--- src/rtl/butterfly_pair_feeder.sv ---
// Ping-pong frame buffer feeding a radix-2 butterfly: frames arrive in natural
// order and leave as operand pairs x[k], x[k+N/2] with valid/ready on both sides.
module butterfly_pair_feeder #(
    parameter int DATA_WIDTH = 16,
    parameter int FFT_SIZE   = 8
) (
    input  logic                  clk,
    input  logic                  rst,
    input  logic                  validIn,
    output logic                  readyOut,
    input  logic [DATA_WIDTH-1:0] dataReIn,
    input  logic [DATA_WIDTH-1:0] dataImIn,
    output logic                  validOut,
    input  logic                  readyIn,
    output logic [DATA_WIDTH-1:0] dataReOut,
    output logic [DATA_WIDTH-1:0] dataImOut,
    output logic                  pairSelOut,
    output logic                  lastOut
);

    localparam int IW = $clog2(FFT_SIZE);
    localparam int SW = 2 * DATA_WIDTH;
    localparam logic [IW-1:0] LAST_IDX = IW'(FFT_SIZE - 1);

    logic [SW-1:0] mem [2][FFT_SIZE];
    logic [1:0]    full;
    logic          wr_bank;
    logic          rd_bank;
    logic [IW-1:0] wr_idx;
    logic [IW-1:0] rd_idx;
    logic [IW-1:0] rd_addr;
    logic          accept;
    logic          wr_done;
    logic          load;
    logic          rd_done;

    assign readyOut = !full[wr_bank] && !rst;
    assign accept   = validIn && readyOut;
    assign wr_done  = accept && (wr_idx == LAST_IDX);
    assign load     = (!validOut || readyIn) && full[rd_bank];
    assign rd_done  = load && (rd_idx == LAST_IDX);

    // Even read indices walk the lower half, odd ones the upper half.
    assign rd_addr = {rd_idx[0], rd_idx[IW-1:1]};

    always_ff @(posedge clk) begin
        if (accept)
            mem[wr_bank][wr_idx] <= {dataReIn, dataImIn};
    end

    always_ff @(posedge clk) begin
        if (rst) begin
            wr_bank <= 1'b0;
            wr_idx  <= '0;
        end else if (accept) begin
            wr_idx <= wr_idx + 1'b1;
            if (wr_done)
                wr_bank <= ~wr_bank;
        end
    end

    always_ff @(posedge clk) begin
        if (rst) begin
            rd_bank <= 1'b0;
            rd_idx  <= '0;
        end else if (load) begin
            rd_idx <= rd_idx + 1'b1;
            if (rd_done)
                rd_bank <= ~rd_bank;
        end
    end

    // Writer and reader always sit on different banks when they complete,
    // so a set and a clear in the same cycle never collide.
    always_ff @(posedge clk) begin
        if (rst) begin
            full <= '0;
        end else begin
            for (int b = 0; b < 2; b++) begin
                if (wr_done && (wr_bank == b[0]))
                    full[b] <= 1'b1;
                else if (rd_done && (rd_bank == b[0]))
                    full[b] <= 1'b0;
            end
        end
    end

    always_ff @(posedge clk) begin
        if (rst) begin
            validOut   <= 1'b0;
            dataReOut  <= '0;
            dataImOut  <= '0;
            pairSelOut <= 1'b0;
            lastOut    <= 1'b0;
        end else if (load) begin
            validOut               <= 1'b1;
            {dataReOut, dataImOut} <= mem[rd_bank][rd_addr];
            pairSelOut             <= rd_idx[0];
            lastOut                <= (rd_idx == LAST_IDX);
        end else if (readyIn) begin
            validOut <= 1'b0;
        end
    end

endmodule

--- config.mk ---
export PLATFORM = sky130hd
export DESIGN_NAME = butterfly_pair_feeder
export DESIGN_NICKNAME = d
export VERILOG_FILES = /design/src/rtl/butterfly_pair_feeder.sv
export SDC_FILE = /design/constraint.sdc
export NUM_CORES = 1
export LEC_CHECK = 0
export CAP_MARGIN = 25
export CORE_AREA = 3 3 251 253
export DETAILED_ROUTE_END_ITERATION = 8
export DIE_AREA = 0 0 254 256
export HOLD_SLACK_MARGIN = 0.12
export MAX_ROUTING_LAYER = met4
export PLACE_DENSITY = 0.48
export SLEW_MARGIN = 10
export SYNTH_ARGS = -nofsm -noshare
export SYNTH_HDL_FRONTEND = slang
export SYNTH_SLANG_ARGS = --single-unit
export TNS_END_PERCENT = 1
--- constraint.sdc ---
create_clock -name clk -period 7.74 [get_ports clk]
set_clock_uncertainty 0.1 [all_clocks]
set_input_delay 1.548 -clock clk [delete_from_list [all_inputs] [get_ports clk]]
set_output_delay 1.548 -clock clk [all_outputs]
set_load 0.005 [all_outputs]
==> flow_summary.toml, run 1 <==
[global_route]
grt_pass1_vias = 10630
antenna_found_initial = 0
globalRoute.totalOverflow = 0
grt_usage_pct = 15.25
grt_max_degree = 70
grt_pass1_wl_um = 71310

[pwr]
power_leakage_nw = 7.787
power_frac_clock_pct = 44.9
vdd.ir_drop.worst_mv = 0.1407
combinationalPowerShare_pct = 1.6
p_sw_share_pct = 19.52
p_int_mw = 4.971
p_per_area_nw_per_um2 = 247.2
switchingPower_mw = 1.206
p_seq_share_pct = 53.6

[logic_synthesis]
yosys-top-cells-area = "edfxtp_1 (72%), mux4_2 (10%), mux2i_1 (4.8%), dfxtp_1 (4.3%), a211o_1 (1.3%)"
syn_nets = 1077
syn_area_per_cell_um2 = 20.54
synth-seq-cells = 558
yosys.area.top_type = "edfxtp_1"
synth_area_um2 = 21300
ys_types = 34
synth_edf_count = 512
synth.top_cell.area_share_pct = 72.18
seq_area_frac_synth_pct = 76.50
yosys.cell_count.top_type = "edfxtp_1"
ys.flop_type = "edfxtp_1"
netlist_top_cells_count = "edfxtp_1 (512), mux2i_1 (102), mux4_2 (96)"
synth_cells = 1037
async_reset_ff_share_pct = 0
yosysWarnings = 0

[sta]
slew_viol_final = 0
fin_tns_setup_ns = 0
finalCriticalPeriod_ns = 4.761
setup_viol = 0
min_period_over_period_pct = 61.51
max_slew.worst_pin.slew_ns = 0.9636
rsz0062_at_grt = "false"
relSlewSlack_pct = 35.76
max_freq_mhz = 210.1
hold_violations = 0

[cells_and_area]
area_delta_synth_final_pct = 17.30
final_area_um2 = 24990
ff_latch_area_um2 = 16310
layout-drive-gt1-share_pct = 19.73
nets = 1181
antenna_cells = 0
multi_input_area_um2 = 4735
nFillCells = 5447
final_cells = 1981

[cts]
cts_buffer_depth = 3
cts_sinks = 558
root_buffer = "clkbuf_16"
cts_tree = "done"
numCtsBuffers = 59
h-tree-depth = 2
cts_resized = 0
path_clk_slew_ns = 0.06
cts_hold_buffers = 0
cts_setup_buffers = 0
clock_latency_ns = 0.61

[min_path]
hold_path_end = "dataReOut[1]"
hold_depth = 1
hold_class = "flip-flop to flip-flop"
hold_start = "dataReOut[1]"

[place]
gp_congestion = 0.6925
port_buffers = 71
hpwl_um = 26390
placed_area_um2 = 23040
placed_cells = 1869

[worst_setup_path]
r2r_cells = 5
timing.rr.end = "mem[0][98]"
cp.required_ns = 6.09
crit_type = "input pin to output port"
arrival_ns = 3.11
crit_path_max_fanout = 20
end_kind = "output port"
rrSetupSlack_ns = 4.42
start_kind = "input pin"
r2r-start = "wr_bank"

[die]
ioPinCount = 72
core_um2 = 61260
floorplan.initialDensity_pct = 34.77
dieHeight_um = 256
placementRows = 91
dieArea_um2 = 65020
die_w_um = 254

[drt]
viasPerCell = 5.010
avgRoutedWirePerCell_um = 23.94
route.detailed.drc = 0
vias = 9924
drt_iter0_markers = 647
wirelength_um = 47430
drt_pass1_iterations = 8
antenna_left = 0

[run]
drv_cap = 0

[status]
status = "finished clean"
final cells by class:
type	count	share of cell area, %
clock inverter	21	0.7261
sequential	558	65.27
multi-input combinational	422	18.95
timing repair buffer	100	4.156
tap	790	3.956
clock buffer	90	6.946
layer usage:
metal / share of wire [%] / GRT usage (%)
met5: 0 / -
met4: 2.0 / 4.141
met3: 3.3 / 2.175
met2: 49 / 24.35
met1: 45 / 20.57
per-stage QoR:
stage / hold slack [ns] / worst slack [ns] / power (mW) / util, %
after floorplan: 0.3607 / 2.573 / 3.399 / -
after global placement: 0.3532 / 2.748 / 3.469 / 37.43
after detailed placement: 0.3535 / 2.933 / 3.472 / 37.61
after CTS: 0.3675 / 2.973 / 6.266 / 40.74
after global routing: 0.3855 / 2.878 / 6.399 / 40.79
final: 0.3627 / 2.979 / 6.177 / 40.79
power groups by stage:
stage                     Clock [mW]  Combinational, mW  Sequential (mW)
final                           2.77             0.0982             3.31
after global routing            2.98              0.108             3.31
after CTS                       2.86              0.101             3.31
after detailed placement           0              0.100             3.37
after global placement             0             0.0975             3.37
after floorplan                    0             0.0270             3.37
critical path: stages:
cell and delay, ns:
clkdlybuf4s50_1 0.77, nor2b_1 0.26, clkdlybuf4s50_1 0.53
kinds of logic after synthesis:
kind of cell               Yosys count  synth area share, %
adders and majority gates            4               0.2350
xor gates and xnor gates             4               0.1645
DFF                                558                76.50
AOI/OAI and AO/OA                   68                2.737
buffers and inverters               57                1.903
muxes                              199                15.00
and+or+nand+nor                    147                3.460
how the worst max path moves through the flow:
stage	start	to	slack, ns	depth (start not counted)
3_3_place_gp	rst	mem[0][98]	2.75	4
3_5_place_dp	rst	mem[0][97]	2.93	5
5_1_grt	rst	readyOut	2.88	3
6_report	rst	readyOut	2.98	3
2_1_floorplan	rst	mem[0][224]	2.57	4
4_1_cts	rst	readyOut	2.97	3
sequential cells by signal (all words and copies together) (netlist names), named ones only:
| signal | flops |
|---|---|
| dataImOut | 16 |
| dataReOut | 16 |
| full | 2 |
| lastOut | 1 |
| mem | 512 |
| pairSelOut | 1 |
| rd_bank | 1 |
| rd_idx | 3 |
| validOut | 1 |
| wr_bank | 1 |
| wr_idx | 3 |
placed cells by master (no fill, tap or decap), types with 2 or more instances in the layout:
| cell type | n |
|---|---|
| clkbuf_16 | 61 |
| mux4_2 | 96 |
| nand3b_1 | 2 |
| bufinv_16 | 3 |
| ha_1 | 4 |
| clkbuf_1 | 19 |
| nor3_1 | 32 |
| buf_12 | 4 |
| clkbuf_8 | 10 |
| a211o_1 | 32 |
| buf_16 | 3 |
| dfxtp_4 | 3 |
| clkinv_2 | 8 |
| buf_4 | 22 |
| clkinv_1 | 7 |
| nand3_1 | 2 |
| nor2b_1 | 34 |
| nor2_1 | 45 |
| nor2_4 | 14 |
| a22o_1 | 32 |
| dfxtp_1 | 43 |
| clkdlybuf4s50_1 | 71 |
| mux2i_1 | 102 |
| a21oi_1 | 2 |
| nor3_2 | 4 |
| edfxtp_1 | 512 |
| xnor2_1 | 3 |
| nand2b_1 | 5 |
No activity file was read; power rests on OpenSTA's default activity.
==> run 2, diff against run 1 <==
==> constraint.sdc (replaced) <==
create_clock -name clk -period 4.84 [get_ports clk]
set_clock_uncertainty 0.1 [all_clocks]
set_input_delay 0.968 -clock clk [delete_from_list [all_inputs] [get_ports clk]]
set_output_delay 0.968 -clock clk [all_outputs]
set_load 0.005 [all_outputs]
==> run 2 against run 1 <==
Compared with the run above:
- global-route usage up 0.42 points
- utilization about the same
- flip-flop and latch count unchanged
- critical path depth up 1
- sequential share of layout area about the same
- wire length up 2.6%
- final area about the same
- clock power up 56%
- count of clock-buffer cells in the layout down 3
- cell count up 0.10%
- highest routed layer unchanged
==> flow_summary.toml, run 2 (synthesis gave the netlist of run 1 again) <==
[worst_setup_path]
timing.rr.end = "mem[1][161]"
timing.critical_path.buf_inv = 3
r2r-start = "wr_bank"
crit_path_top_delay_cell = "clkdlybuf4s50_1"
cp_num_cells = 4
r2r_cells = 5
rrSetupSlack_ns = 1.68
crit_type = "input pin to output port"
worst_path_largest_cell_delay_ns = 0.51
start_kind = "input pin"
cp.required_ns = 3.77
arrival_ns = 2.25
worstPathCellList = "clkdlybuf4s50_1 > buf_4 > nor2b_1 > clkdlybuf4s50_1"
cp_common_cell = "clkdlybuf4s50_1"
worstSetupStartpoint = "rst"
crit_path_max_fanout = 19
end_kind = "output port"
critical-path-top-delay-family = "buffers and inverters"
endpoint = "readyOut"

[place]
hpwl_um = 27570
gp_congestion = 0.7004
placed_cells = 1876
placed_area_um2 = 23130
port_buffers = 71

[die]
placementRows = 91
die_w_um = 254
ioPinCount = 72
dieHeight_um = 256
core_um2 = 61260
floorplan.initialDensity_pct = 34.77
dieArea_um2 = 65020

[cts]
path_clk_slew_ns = 0.06
cts_sinks = 558
h-tree-depth = 2
cts_setup_buffers = 0
numCtsBuffers = 58
cts_hold_buffers = 0
clock_latency_ns = 0.61
cts_buffer_depth = 3
cts_tree = "done"
cts_resized = 0
root_buffer = "clkbuf_16"

[sta]
finalCriticalPeriod_ns = 3.319
slew_viol_final = 0
relSlewSlack_pct = 42.30
max_freq_mhz = 301.3
rsz0062_at_grt = "false"
hold_violations = 0
fin_tns_setup_ns = 0
holdWs_ns = 0.3695
max_slew.worst_pin.slew_ns = 0.8655
setup_viol = 0
min_period_over_period_pct = 68.58

[drt]
drt_pass1_iterations = 4
vias = 9994
route.detailed.drc = 0
avgRoutedWirePerCell_um = 24.55
wirelength_um = 48680
viasPerCell = 5.040
drt_iter0_markers = 703
antenna_left = 0

[cells_and_area]
final_cells = 1983
final_area_um2 = 24990
largest_reg_flops = 512
area_delta_synth_final_pct = 17.31
antenna_cells = 0
nFillCells = 5493
layout_common_cells = "edfxtp_1 (512), mux2i_1 (102), mux4_2 (96)"
nets = 1186
top_regs = "mem (512), dataImOut (16), dataReOut (16)"
layout-drive-gt1-share_pct = 20.28
regMostFlops = "mem"
final_common_cell = "edfxtp_1"

[pwr]
p_per_area_nw_per_um2 = 391.4
vdd.ir_drop.worst_mv = 0.2556
power_leakage_nw = 7.800

[global_route]
grt_max_degree = 63
grt_pass1_wl_um = 73060
grt_pass1_vias = 10700
antenna_found_initial = 0
grt_usage_pct = 15.67
globalRoute.totalOverflow = 0

[run]
drv_cap = 0

[status]
status = "finished clean"

[min_path]
hold_class = "flip-flop to flip-flop"
[run 2: layer usage]
layer	vias up	wire [um]	track usage [%]
met1	5313	22520	21.22
met3	73	1605	2.368
met4	0	881	3.855
met2	162	23670	25.02
li1	4446	-	-
met5	-	0	-
[run 2: per-stage QoR]
step	worst slack, ns	power (mW)	utilization (%)
6_report	1.521	9.779	40.79
5_1_grt	1.364	10.11	40.79
4_1_cts	1.453	9.898	40.79
2_1_floorplan	0.2525	5.436	-
3_5_place_dp	1.099	5.553	37.76
3_3_place_gp	1.146	5.548	37.68
[run 2: cell type report]
cell class / count / area, um2 / area share [%]
clock buffer: 87 / 1650 / 6.605
clock inverter: 20 / 203.9 / 0.8162
multi-input combinational: 422 / 4735 / 18.95
sequential: 558 / 16310 / 65.26
tap: 790 / 988.4 / 3.956
timing repair buffer: 106 / 1102 / 4.412
[run 2: where the power goes]
group          switching, mW  internal [mW]
sequential           0.00637           5.28
combinational          0.107         0.0491
clock                   1.82           2.51
total                   1.93           7.85
[run 2: worst min-delay path by stage]
stage                             start       endpoint  cells past startpoint
after floorplan            dataImOut[0]   dataImOut[0]                      1
after detailed placement  dataReOut[14]  dataReOut[14]                      1
after global routing      dataReOut[14]  dataReOut[14]                      1
final                     dataReOut[14]  dataReOut[14]                      1
after CTS                       lastOut        lastOut                      2
after global placement          lastOut        lastOut                      2
[run 2: worst register-to-register path: stages (launching register included)]
cell and delay (ns):
dfxtp_1 0.63, mux2i_1 0.32, and3b_1 0.41, nand3b_1 0.35
nor2_4 0.74, buf_12 0.28
